[src/rtl/lfsr_search_scheduler_if.sv]
// lfsr_search_scheduler_if: request/result handshake bundle between capture channels and the scheduler.
interface lfsr_search_scheduler_if #(
    parameter int N_REQ = 4,
    parameter int ID_W  = 2
);
    logic [N_REQ-1:0]    req_valid;
    logic [N_REQ-1:0]    req_ready;
    logic [17*N_REQ-1:0] req_polynomial;
    logic [17*N_REQ-1:0] req_start;
    logic [17*N_REQ-1:0] req_target;
    logic                res_valid;
    logic                res_ready;
    logic [ID_W-1:0]     res_id;
    logic                res_found;
    logic [16:0]         res_offset;
    modport master (
        output req_valid, req_polynomial, req_start, req_target, res_ready,
        input  req_ready, res_valid, res_id, res_found, res_offset
    );
    modport slave (
        input  req_valid, req_polynomial, req_start, req_target, res_ready,
        output req_ready, res_valid, res_id, res_found, res_offset
    );
endinterface

[src/rtl/lfsr_search_scheduler.sv]
// lfsr_search_scheduler: arbitrates N_REQ requesters onto one 17-bit lfsr and reports the match offset.
// Define LFSR_SCHED_RR_EN for round-robin arbitration; otherwise fixed priority, lowest index wins.
module lfsr_search_scheduler #(
    parameter int N_REQ    = 4,
    parameter int ID_W     = 2,
    parameter int MAX_ITER = 131071
) (
    input  logic                   clk_72MHz,
    input  logic                   rst_n,
    lfsr_search_scheduler_if.slave bus,
    output logic [16:0]            lfsr_polynomial,
    output logic [16:0]            lfsr_start_data,
    output logic                   lfsr_enable,
    input  logic [16:0]            lfsr_value,
    input  logic [16:0]            lfsr_iteration,
    output logic                   busy
);
    typedef enum logic [2:0] {IDLE, ARM, LOAD_WAIT, SEARCH, RESULT} state_t;
    state_t          state, state_nx;
    logic [16:0]     target;
    logic [ID_W-1:0] win;
    logic            grant_any;
    logic            hit;
    logic            last;
`ifdef LFSR_SCHED_RR_EN
    logic [ID_W-1:0] ptr;
`endif
    assign hit  = lfsr_value == target;
    assign last = lfsr_iteration == 17'(MAX_ITER - 1);
    // Descending scan so the candidate closest to the start of the order is assigned last and wins.
    always_comb begin
        win       = '0;
        grant_any = 1'b0;
        for (int i = N_REQ - 1; i >= 0; i--) begin
`ifdef LFSR_SCHED_RR_EN
            if (bus.req_valid[(int'(ptr) + i) % N_REQ]) begin
                win       = ID_W'((int'(ptr) + i) % N_REQ);
                grant_any = 1'b1;
            end
`else
            if (bus.req_valid[i]) begin
                win       = ID_W'(i);
                grant_any = 1'b1;
            end
`endif
        end
    end
    always_comb begin
        state_nx = state;
        case (state)
            IDLE:      state_nx = grant_any ? ARM : IDLE;
            ARM:       state_nx = LOAD_WAIT;
            LOAD_WAIT: state_nx = SEARCH;
            SEARCH:    state_nx = (hit || last) ? RESULT : SEARCH;
            RESULT:    state_nx = bus.res_ready ? IDLE : RESULT;
            default:   state_nx = IDLE;
        endcase
    end
    always_ff @(posedge clk_72MHz or negedge rst_n) begin
        if (!rst_n) begin
            state           <= IDLE;
            busy            <= 1'b0;
            target          <= '0;
            lfsr_polynomial <= '0;
            lfsr_start_data <= '0;
            lfsr_enable     <= 1'b0;
            bus.req_ready   <= '0;
            bus.res_valid   <= 1'b0;
            bus.res_id      <= '0;
            bus.res_found   <= 1'b0;
            bus.res_offset  <= '0;
`ifdef LFSR_SCHED_RR_EN
            ptr             <= '0;
`endif
        end else begin
            state         <= state_nx;
            busy          <= state_nx != IDLE;
            bus.req_ready <= (state == IDLE && grant_any) ? N_REQ'(1) << win : '0;
            if (state == IDLE && grant_any) begin
                lfsr_polynomial <= bus.req_polynomial[17*win +: 17];
                lfsr_start_data <= bus.req_start[17*win +: 17];
                target          <= bus.req_target[17*win +: 17];
                bus.res_id      <= win;
                lfsr_enable     <= 1'b1;
`ifdef LFSR_SCHED_RR_EN
                ptr             <= (int'(win) == N_REQ - 1) ? '0 : win + 1'b1;
`endif
            end
            // A match on the exhaustion cycle still reports found.
            if (state == SEARCH && (hit || last)) begin
                bus.res_valid  <= 1'b1;
                bus.res_found  <= hit;
                bus.res_offset <= hit ? lfsr_iteration : 17'h1FFFF;
                lfsr_enable    <= 1'b0;
            end
            if (state == RESULT && bus.res_ready) bus.res_valid <= 1'b0;
        end
    end
endmodule
[src/flat_wrapper.sv]
// flat-port wrapper written by rule: the top's interface ports become plain ports
module lfsr_search_scheduler_flat 
#(
    parameter int N_REQ    = 4,
    parameter int ID_W     = 2,
    parameter int MAX_ITER = 131071
)
  (clk_72MHz, rst_n, lfsr_polynomial, lfsr_start_data, lfsr_enable, lfsr_value, lfsr_iteration, busy, bus_req_valid, bus_req_polynomial, bus_req_start, bus_req_target, bus_res_ready, bus_req_ready, bus_res_valid, bus_res_id, bus_res_found, bus_res_offset);
  lfsr_search_scheduler_if #(.N_REQ(N_REQ), .ID_W(ID_W)) bus_i ();
  input  logic clk_72MHz;
  input  logic rst_n;
  output logic [16:0] lfsr_polynomial;
  output logic [16:0] lfsr_start_data;
  output logic lfsr_enable;
  input  logic [16:0] lfsr_value;
  input  logic [16:0] lfsr_iteration;
  output logic busy;
  input wire logic [$bits(bus_i.req_valid)-1:0] bus_req_valid;
  input wire logic [$bits(bus_i.req_polynomial)-1:0] bus_req_polynomial;
  input wire logic [$bits(bus_i.req_start)-1:0] bus_req_start;
  input wire logic [$bits(bus_i.req_target)-1:0] bus_req_target;
  input wire logic [$bits(bus_i.res_ready)-1:0] bus_res_ready;
  output wire logic [$bits(bus_i.req_ready)-1:0] bus_req_ready;
  output wire logic [$bits(bus_i.res_valid)-1:0] bus_res_valid;
  output wire logic [$bits(bus_i.res_id)-1:0] bus_res_id;
  output wire logic [$bits(bus_i.res_found)-1:0] bus_res_found;
  output wire logic [$bits(bus_i.res_offset)-1:0] bus_res_offset;
  assign bus_i.req_valid = bus_req_valid;
  assign bus_i.req_polynomial = bus_req_polynomial;
  assign bus_i.req_start = bus_req_start;
  assign bus_i.req_target = bus_req_target;
  assign bus_i.res_ready = bus_res_ready;
  assign bus_req_ready = bus_i.req_ready;
  assign bus_res_valid = bus_i.res_valid;
  assign bus_res_id = bus_i.res_id;
  assign bus_res_found = bus_i.res_found;
  assign bus_res_offset = bus_i.res_offset;
  lfsr_search_scheduler #(.N_REQ(N_REQ), .ID_W(ID_W), .MAX_ITER(MAX_ITER)) u_core (.clk_72MHz(clk_72MHz), .rst_n(rst_n), .bus(bus_i), .lfsr_polynomial(lfsr_polynomial), .lfsr_start_data(lfsr_start_data), .lfsr_enable(lfsr_enable), .lfsr_value(lfsr_value), .lfsr_iteration(lfsr_iteration), .busy(busy));
endmodule
[config.mk]
export PLATFORM = sky130hd
export DESIGN_NAME = lfsr_search_scheduler_flat
export DESIGN_NICKNAME = d
export VERILOG_FILES = /design/src/rtl/lfsr_search_scheduler_if.sv /design/src/rtl/lfsr_search_scheduler.sv /design/src/flat_wrapper.sv
export SDC_FILE = /design/constraint.sdc
export NUM_CORES = 1
export LEC_CHECK = 0
export BUFFER_PORTS_ARGS = -buffer_cell sky130_fd_sc_hd__buf_2
export CAP_MARGIN = 20
export CORE_AREA = 5 5 117 119
export CTS_BUF_LIST = sky130_fd_sc_hd__clkbuf_8
export DETAILED_ROUTE_END_ITERATION = 6
export DIE_AREA = 0 0 122 124
export PLACE_DENSITY = 0.82
export SYNTH_ARGS = -nofsm -noshare
export SYNTH_HDL_FRONTEND = slang
export SYNTH_SLANG_ARGS = --single-unit
[constraint.sdc]
create_clock -name clk_72MHz -period 2 [get_ports clk_72MHz]
set_input_delay 0.4 -clock clk_72MHz [delete_from_list [all_inputs] [get_ports clk_72MHz]]
set_output_delay 0.4 -clock clk_72MHz [all_outputs]
set_load 0.05 [all_outputs]
==> metrics.cfg, run 1 <==
[run_status]
status = finished, final reports clean

[cells_and_area]
final_cells = 823
area_delta_synth_final_pct = 43.5
nets = 891
fillers = 1048
drive_gt1_frac = 0.707
mostFrequentLayoutCells = buf_2, dfrtp_1, mux4_2, mux2_2, buf_4
layout_commonest_cell = buf_2
final_util = 0.552
diodes = 0

[setup_path]
critPathKind = flop to flop
max_stage_delay_ps = 400
r2r-end = u_core.bus.res_offset[12]
worst_r2r_path_depth = 6
r2r_start = u_core.target[8]
cp_num_buf_inv = 1
cp-start-kind = flop
worstPathArrival_ps = 2180
critPathMaxFanout = 14
r2r_setup_slack_ps = 70
worstPathRequired_ps = 2260
cp_top_family = simple AND/OR/NAND/NOR gates
slowest_stage = dfrtp_1
end_kind = flop
critical_path.cell_chain = xor2_1 -> nor4_1 -> nand3_1 -> nor3b_4 -> buf_12 -> mux2i_1

[global_route]
antenna_found_initial = 2
grt_pass1_wl_microns = 22900
grt_pass1_vias = 4653
gr-usage-all-layers = 0.195
grt_overflow_total = 0
grt_start_max_net_pins = 52

[sta]
slew_headroom = 0.679
setup_violations = 0
finClkSkew_ps = 17.3
period_minus_slack_ps = 1930
finalCritPeriodShare = 0.963
rsz0062_at_grt = yes
drv_slew = 0
hold_viol_final = 0
fmax_mhz = 519
worst_pin_slew_ps = 477

[logic_synthesis]
yosysSeqAreaShare = 0.423
netlist-cell-type-count = 36
synth_area_sq_um = 4790
yosys-top-cells-area = dfrtp_1, mux4_2, mux2_2
ys_warn_count = 0
synthCells = 322
syn_area_per_cell_sq_um = 14.9
syn_nets = 567
synth_top_cell_by_area = dfrtp_1
ys_ff_latch = 81
netlist.area_leader.share = 0.423

[placed_design]
dp_hpwl_microns = 12600
port_buffers = 305
place_congestion = 0.859
dp_cells = 804

[floorplan]
rows = 41
core-area_sq_um = 12500
start_util = 0.385
io_pins = 306
die_w_microns = 122
die_h_microns = 124
dieArea_sq_um = 15100

[pwr]
power.leakage_nw = 3.64
vdd_drop_max_v = 0.000324
power_density_nw_per_um2 = 530
power_mw = 3.65

[detailed_routing]
postRouteAntennaNets = 0
routed_via_density = 5.02
firstDrtPassIters = 4
drc = 0
wl_per_cell_microns = 18.4
vias = 4133
wl_microns = 15100
drtIter0Drc = 233

[clock_network]
cts.sink_count = 81
clockBufferDepth = 2
clkLatencyLatePin_ps = 350
cts_root_buffer = clkbuf_8
htreeDepth = 3
clkTransAtPathRegs_ps = 100
cts_tree = yes
numCtsBuffers = 9

[hold_path]
hold_path.class = input pin to flop
worstHoldPathCells = 3
min_from = lfsr_iteration[0]
worstHoldEndpoint = u_core.bus.res_offset[0]

[flow_run]
cap_violations = 0

==> routing by layer <==
metal,part of all wire,routed length [microns],GRT usage
met1,0.37,5650,0.226
met2,0.53,7970,0.354
met3,0.084,1270,0.0500
met4,0.016,244,0.0602
met5,0.0014,21,0
==> Yosys cell counts, drive strengths merged <==
cell and count:
dfrtp 81, mux2 52, mux4 51, nor2 23, inv 21, mux2i 17, xor2 15, buf 13
clkbuf 9, nor3 7, nor4 6, nand3 4, o21ai 3, a211o 2, nand2 2, nand4 2
xnor2 2, a21o 1, a21oi 1, a2bb2oi 1, a31oi 1, and3 1, and3b 1, and4 1
nor2b 1, nor3b 1, nor4b 1, o2bb2ai 1, or2b 1
==> sequential cells by signal, indices dropped and copies added (netlist names) <==
signal and flops:
u_core.lfsr_polynomial 17, u_core.bus.req_ready 4, u_core.bus.res_found 1, u_core.bus.res_id 2, u_core.lfsr_enable 1, u_core.lfsr_start_data 17, u_core.bus.res_offset 17, u_core.state 3
u_core.bus.res_valid 1, u_core.busy 1, u_core.target 17
==> cells by family after synthesis <==
| family | Yosys count | share of synthesized area |
|---|---|---|
| muxes | 120 | 0.407 |
| DFF | 81 | 0.423 |
| AOI/OAI and AO/OA | 10 | 0.0151 |
| buffers and inverters | 43 | 0.0668 |
| and+or+nand+nor | 51 | 0.0574 |
| xor gates and xnor gates | 17 | 0.0311 |
==> worst reg2reg max path: cells and delay by family, from the launching register on <==
kind / cells / cell delay, ps
and+or+nand+nor: 3 / 830
DFF: 1 / 400
muxes: 1 / 240
buffers and inverters: 1 / 190
xor gates and xnor gates: 1 / 180
==> layout make-up <==
cell class	instances	area, sq um	area share
clock buffer	9	124	0.0180
tap	172	215	0.0313
inverter	21	78.8	0.0115
sequential	81	2030	0.295
clock inverter	7	101	0.0147
multi-input combinational	198	2490	0.362
timing repair buffer	335	1840	0.268
==> stage by stage <==
| step | TNS [ps] | hold slack [ps] | area, sq um | setup slack (ps) |
|---|---|---|---|---|
| 6_report | 0 | 293 | 6880 | 73.1 |
| 5_1_grt | -48.5 | 282 | 6880 | -26.3 |
| 4_1_cts | 0 | 275 | 6840 | 57.0 |
| 3_5_place_dp | -1240 | 375 | 6610 | -74.0 |
| 3_3_place_gp | -342 | 364 | 6610 | -28.5 |
| 2_1_floorplan | 0 | 104 | 4790 | 195 |
==> how the worst max path moves through the flow <==
| stage | slack [ps] | end | from | depth (start not counted) |
|---|---|---|---|---|
| after CTS | 60 | u_core.bus.res_offset[1] | u_core.target[8] | 6 |
| after detailed placement | -70 | u_core.target[13] | bus_req_valid[2] | 7 |
| after global routing | -30 | u_core.bus.res_offset[4] | u_core.target[2] | 6 |
| after floorplan | 200 | u_core.lfsr_polynomial[5] | bus_req_valid[2] | 6 |
| after global placement | -30 | u_core.lfsr_start_data[6] | bus_req_valid[2] | 8 |
| final | 70 | u_core.bus.res_offset[12] | u_core.target[8] | 6 |
==> power by group <==
group / total [mW] / internal, mW / switching (mW)
registers: 1.64 / 1.64 / 0.000207
clock network: 1.37 / 0.717 / 0.653
logic: 0.643 / 0.398 / 0.244
total: 3.65 / 2.75 / 0.897
==> repair_timing <==
| item | in CTS | in global routing |
|---|---|---|
| resized for setup | 0 | 4 |
| endpoints found under the setup margin | 0 | 10 |
| hold buffers | 1 | 0 |
| hold endpoints to repair | 30 | 0 |
| setup buffers | 0 | 2 |
Note: power is estimated with default switching activity, not from simulation.
==> run 2: changes to the inputs <==
Clock period 2 ns to 2.2 ns, I/O delays scaled along.
==> run 2 against run 1 <==
Clock power decreased by 18%; die area unchanged; register-to-register slack improved by 90 ps; combinational power is 12% lower; largest power group unchanged; highest routed layer unchanged.
==> metrics.cfg, run 2 (synthesized netlist as in run 1, its figures left out) <==
[run_status]
status = finished, final reports clean

[cells_and_area]
fillers = 1093
mostFrequentLayoutCells = buf_2, dfrtp_1, mux4_2, mux2_2, nor2_1
area_delta_synth_final_pct = 41.5
layout_commonest_cell = buf_2
drive_gt1_frac = 0.700
nets = 886
diodes = 0
final_design_area_no_fill_sq_um = 6780

[setup_path]
worstPathArrival_ps = 2260
critPathMaxFanout = 25
worstPathRequired_ps = 2430
critPathKind = flop to flop
cp-start-kind = flop
critPathLaunch = u_core.state[1]
end_kind = flop
r2r_start = u_core.state[1]

[global_route]
grt_pass1_wl_microns = 23100
gr-usage-all-layers = 0.197
grt_start_max_net_pins = 53
antenna_found_initial = 1
grt_pass1_vias = 4644
grt_overflow_total = 0

[clock_network]
cts_tree = yes
ctsResizeCount = 0
clkLatencyLatePin_ps = 350
clkTransAtPathRegs_ps = 90
cts_setup_buffers = 0
cts.sink_count = 81
htreeDepth = 3
cts_hold_repair.buffers = 0
numCtsBuffers = 9
clockBufferDepth = 2
cts_root_buffer = clkbuf_8

[sta]
slew_headroom = 0.408
period_minus_slack_ps = 2030
setup_violations = 0
fmax_mhz = 492
layout_setup_ws_ps = 168
worst_pin_slew_ps = 884
hold_viol_final = 0
drv_slew = 0
finClkSkew_ps = 10.1
finalCritPeriodShare = 0.924
rsz0062_at_grt = no

[detailed_routing]
route.met3.wl_microns = 1260
vias = 4104
wl_per_cell_microns = 18.4
wl_met2_microns = 8010
drc = 0
firstDrtPassIters = 6
highest_layer = met5
routed_via_density = 5.02
drtIter0Drc = 187
wl_microns = 15100
met1_length_microns = 5540
postRouteAntennaNets = 0

[placed_design]
placed_cell_area_sq_um = 6570
dp_hpwl_microns = 12300
port_buffers = 305
place_congestion = 0.865
preCtsSetupSlack_ps = -45.6

[floorplan]
die_h_microns = 124
rows = 41
core-area_sq_um = 12500
die_w_microns = 122
dieArea_sq_um = 15100
start_util = 0.385
io_pins = 306

[hold_path]
hold_path.class = input pin to async pin

[pwr]
power_mw = 3.18
power.leakage_nw = 3.59
vdd_drop_max_v = 0.000335
power_density_nw_per_um2 = 469

[flow_run]
cap_violations = 0

==> run 2: changes by cell type in the layout (fill, tap and decap cells not counted) <==
cell	before	now
buf_12	7	6
buf_4	23	19
bufinv_16	2	1
clkinvlp_4	2	4
dlygate4sd3_1	1	0
inv_6	3	2
nand3_1	3	4
nand3_2	1	0
nor2b_2	0	1
nor3_1	4	5
nor3_2	2	1
nor4_1	4	6
nor4_2	2	0
==> run 2: worst max-delay path, cell delays in order (launching register included) <==
cell and delay, ps:
dfrtp_1 400, nor3_2 310, nor2b_4 560, buf_12 260, mux2_2 350
==> run 2: cell type report <==
cell class / instances / area, sq um / area share
well taps: 172 / 215 / 0.0317
repair buffers: 329 / 1780 / 0.263
clock buffers: 9 / 124 / 0.0183
clock inverters: 7 / 77.6 / 0.0114
inverters: 21 / 78.8 / 0.0116
multi-input cells: 199 / 2470 / 0.365
flip-flops and latches: 81 / 2030 / 0.299
==> run 2: through the flow <==
step / instances / hold WS [ps] / TNS (ps) / util
final: 818 / 49.4 / 0 / 0.544
after global routing: 818 / 60.3 / 0 / 0.544
after CTS: 818 / 39.6 / 0 / 0.544
after detailed placement: 801 / 443 / -735 / 0.527
after global placement: 801 / 428 / -9.44 / 0.527
after floorplan: 322 / 144 / 0 / -
==> run 2: final timing paths <==
check / endpoint / slack, ps / cells past startpoint
worst min register to register: u_core.bus.res_valid / 500 / 1
worst min-delay path: u_core.bus.res_offset[3] / 50 / 1
max in group asynchronous: u_core.lfsr_polynomial[8] / 1520 / 2
min in group clk_72MHz: u_core.bus.res_offset[3] / 330 / 3
worst max-delay path: u_core.target[14] / 170 / 4
worst max register to register: u_core.target[14] / 170 / 4
==> run 2: report_power, final <==
part	switching [mW]	leakage, nW	internal [mW]
Sequential	0.000187	1.11	1.49
Clock	0.595	0.0885	0.532
Combinational	0.215	2.39	0.353
==> run 2: per-layer routing <==
metal / global-route usage / up-vias
met5: 0 / -
met4: 0.0609 / 2
met3: 0.0481 / 24
met2: 0.364 / 197
met1: 0.225 / 2026
li1: - / 1855
==> run 3: changes to the inputs <==
Settings changed: RECOVER_POWER set to 100.
==> run 3 against run 2 <==
Worst hold slack gained 160 ps; clock skew increased by 0.89 ps; die area did not move; clock power barely moved; setup slack got worse by 46 ps; largest cell class unchanged.
==> metrics.cfg, run 3 (synthesized netlist as in run 1, its figures left out) <==
[placed_design]
place_congestion = 0.865
dp_hpwl_microns = 12300
dp_cells = 801
port_buffers = 305

[clock_network]
ctsResizeCount = 0
cts_root_buffer = clkbuf_8
cts_hold_repair.buffers = 0
cts.sink_count = 81
clkTransAtPathRegs_ps = 100
clockBufferDepth = 2
cts_tree = yes
numCtsBuffers = 9
cts_setup_buffers = 0
clkLatencyLatePin_ps = 350
htreeDepth = 3

[sta]
drv_slew = 0
slew_headroom = 0.304
setup_violations = 0
worst_pin_slew_ps = 1040
rsz0062_at_grt = no
finClkSkew_ps = 11.0
hold_viol_final = 0
finalCritPeriodShare = 0.945
period_minus_slack_ps = 2080
fmax_mhz = 481
whs_ps = 210

[detailed_routing]
postRouteAntennaNets = 0
drtIter0Drc = 168
drc = 0
routed_via_density = 5.04
wl_microns = 15200
vias = 4120
firstDrtPassIters = 6
wl_per_cell_microns = 18.5

[setup_path]
worstPathArrival_ps = 2320
worstPathRequired_ps = 2440
critPathMaxFanout = 52
critPathKind = input pin to flop
end_kind = flop
cp-start-kind = input pin

[cells_and_area]
nets = 886
multi_input_area_sq_um = 2460
diodes = 0
mostFrequentLayoutCells = buf_2, dfrtp_1, clkbuf_1, mux4_2, mux2_2
seqCellArea_sq_um = 2030
final_cells = 818
fillers = 1137
area_delta_synth_final_pct = 38.8
drive_gt1_frac = 0.599
layout_commonest_cell = buf_2

[global_route]
grt_pass1_vias = 4644
antenna_found_initial = 1
gr-usage-all-layers = 0.197
grt_overflow_total = 0
grt_pass1_wl_microns = 23100
grt_start_max_net_pins = 53

[run_status]
status = finished, final reports clean

[floorplan]
rows = 41
io_pins = 306
die_h_microns = 124
dieArea_sq_um = 15100
die_w_microns = 122
core-area_sq_um = 12500
start_util = 0.385

[pwr]
vdd_drop_max_v = 0.000333
power.leakage_nw = 3.31
power_density_nw_per_um2 = 477
power_mw = 3.17

[flow_run]
cap_violations = 0

[hold_path]
hold_path.class = input pin to async pin

-- run 3: cell types whose count changed in the layout (fill, tap and decap cells not counted), sizes merged --
cell,before,now
buf,329,263
clkbuf,9,75
-- run 3: metrics by stage --
stage / setup WS (ps) / instance area, sq um / utilization / setup TNS (ps)
2_1_floorplan: 355 / 4790 / - / 0
3_3_place_gp: -2.27 / 6570 / 0.527 / -9.44
3_5_place_dp: -45.6 / 6570 / 0.527 / -735
4_1_cts: 139 / 6780 / 0.544 / 0
5_1_grt: 41.7 / 6650 / 0.534 / 0
6_report: 122 / 6650 / 0.534 / 0
-- run 3: final cells by class --
class	count	area share
clock buffers	9	0.0186
clock inverters	7	0.0117
inverters	21	0.0118
multi-input cells	199	0.370
flip-flops and latches	81	0.305
well taps	172	0.0323
repair buffers	329	0.251
-- run 3: report_power, final --
part / internal (mW) / total (mW) / switching, mW
clock: 0.532 / 1.13 / 0.593
combinational: 0.347 / 0.560 / 0.214
sequential: 1.49 / 1.49 / 0.000200
total: 2.37 / 3.17 / 0.807
-- run 3: final timing paths --
path / end / cells after the start / startpoint / slack (ps)
worst max-delay path: u_core.target[5] / 6 / bus_req_valid[0] / 120
worst min-delay path: u_core.bus.res_offset[3] / 1 / rst_n / 210
worst max register to register: u_core.target[14] / 4 / u_core.state[1] / 190
worst min register to register: u_core.bus.res_valid / 1 / u_core.bus.res_valid / 500
max in group asynchronous: u_core.lfsr_start_data[8] / 2 / rst_n / 410
min in group clk_72MHz: u_core.bus.res_offset[7] / 3 / lfsr_iteration[7] / 330
-- run 3: worst max-delay path, stage by stage --
cell      delay (ps)
clkbuf_1          90
buf_4            160
nor3_1           200
clkbuf_4         670
mux4_2           420
mux2_4           280
-- run 3: per-layer routing --
metal  track usage  part of all wire
met5             0           0.00086
met4        0.0609             0.016
met3        0.0481             0.084
met2         0.364              0.53
met1         0.225              0.37
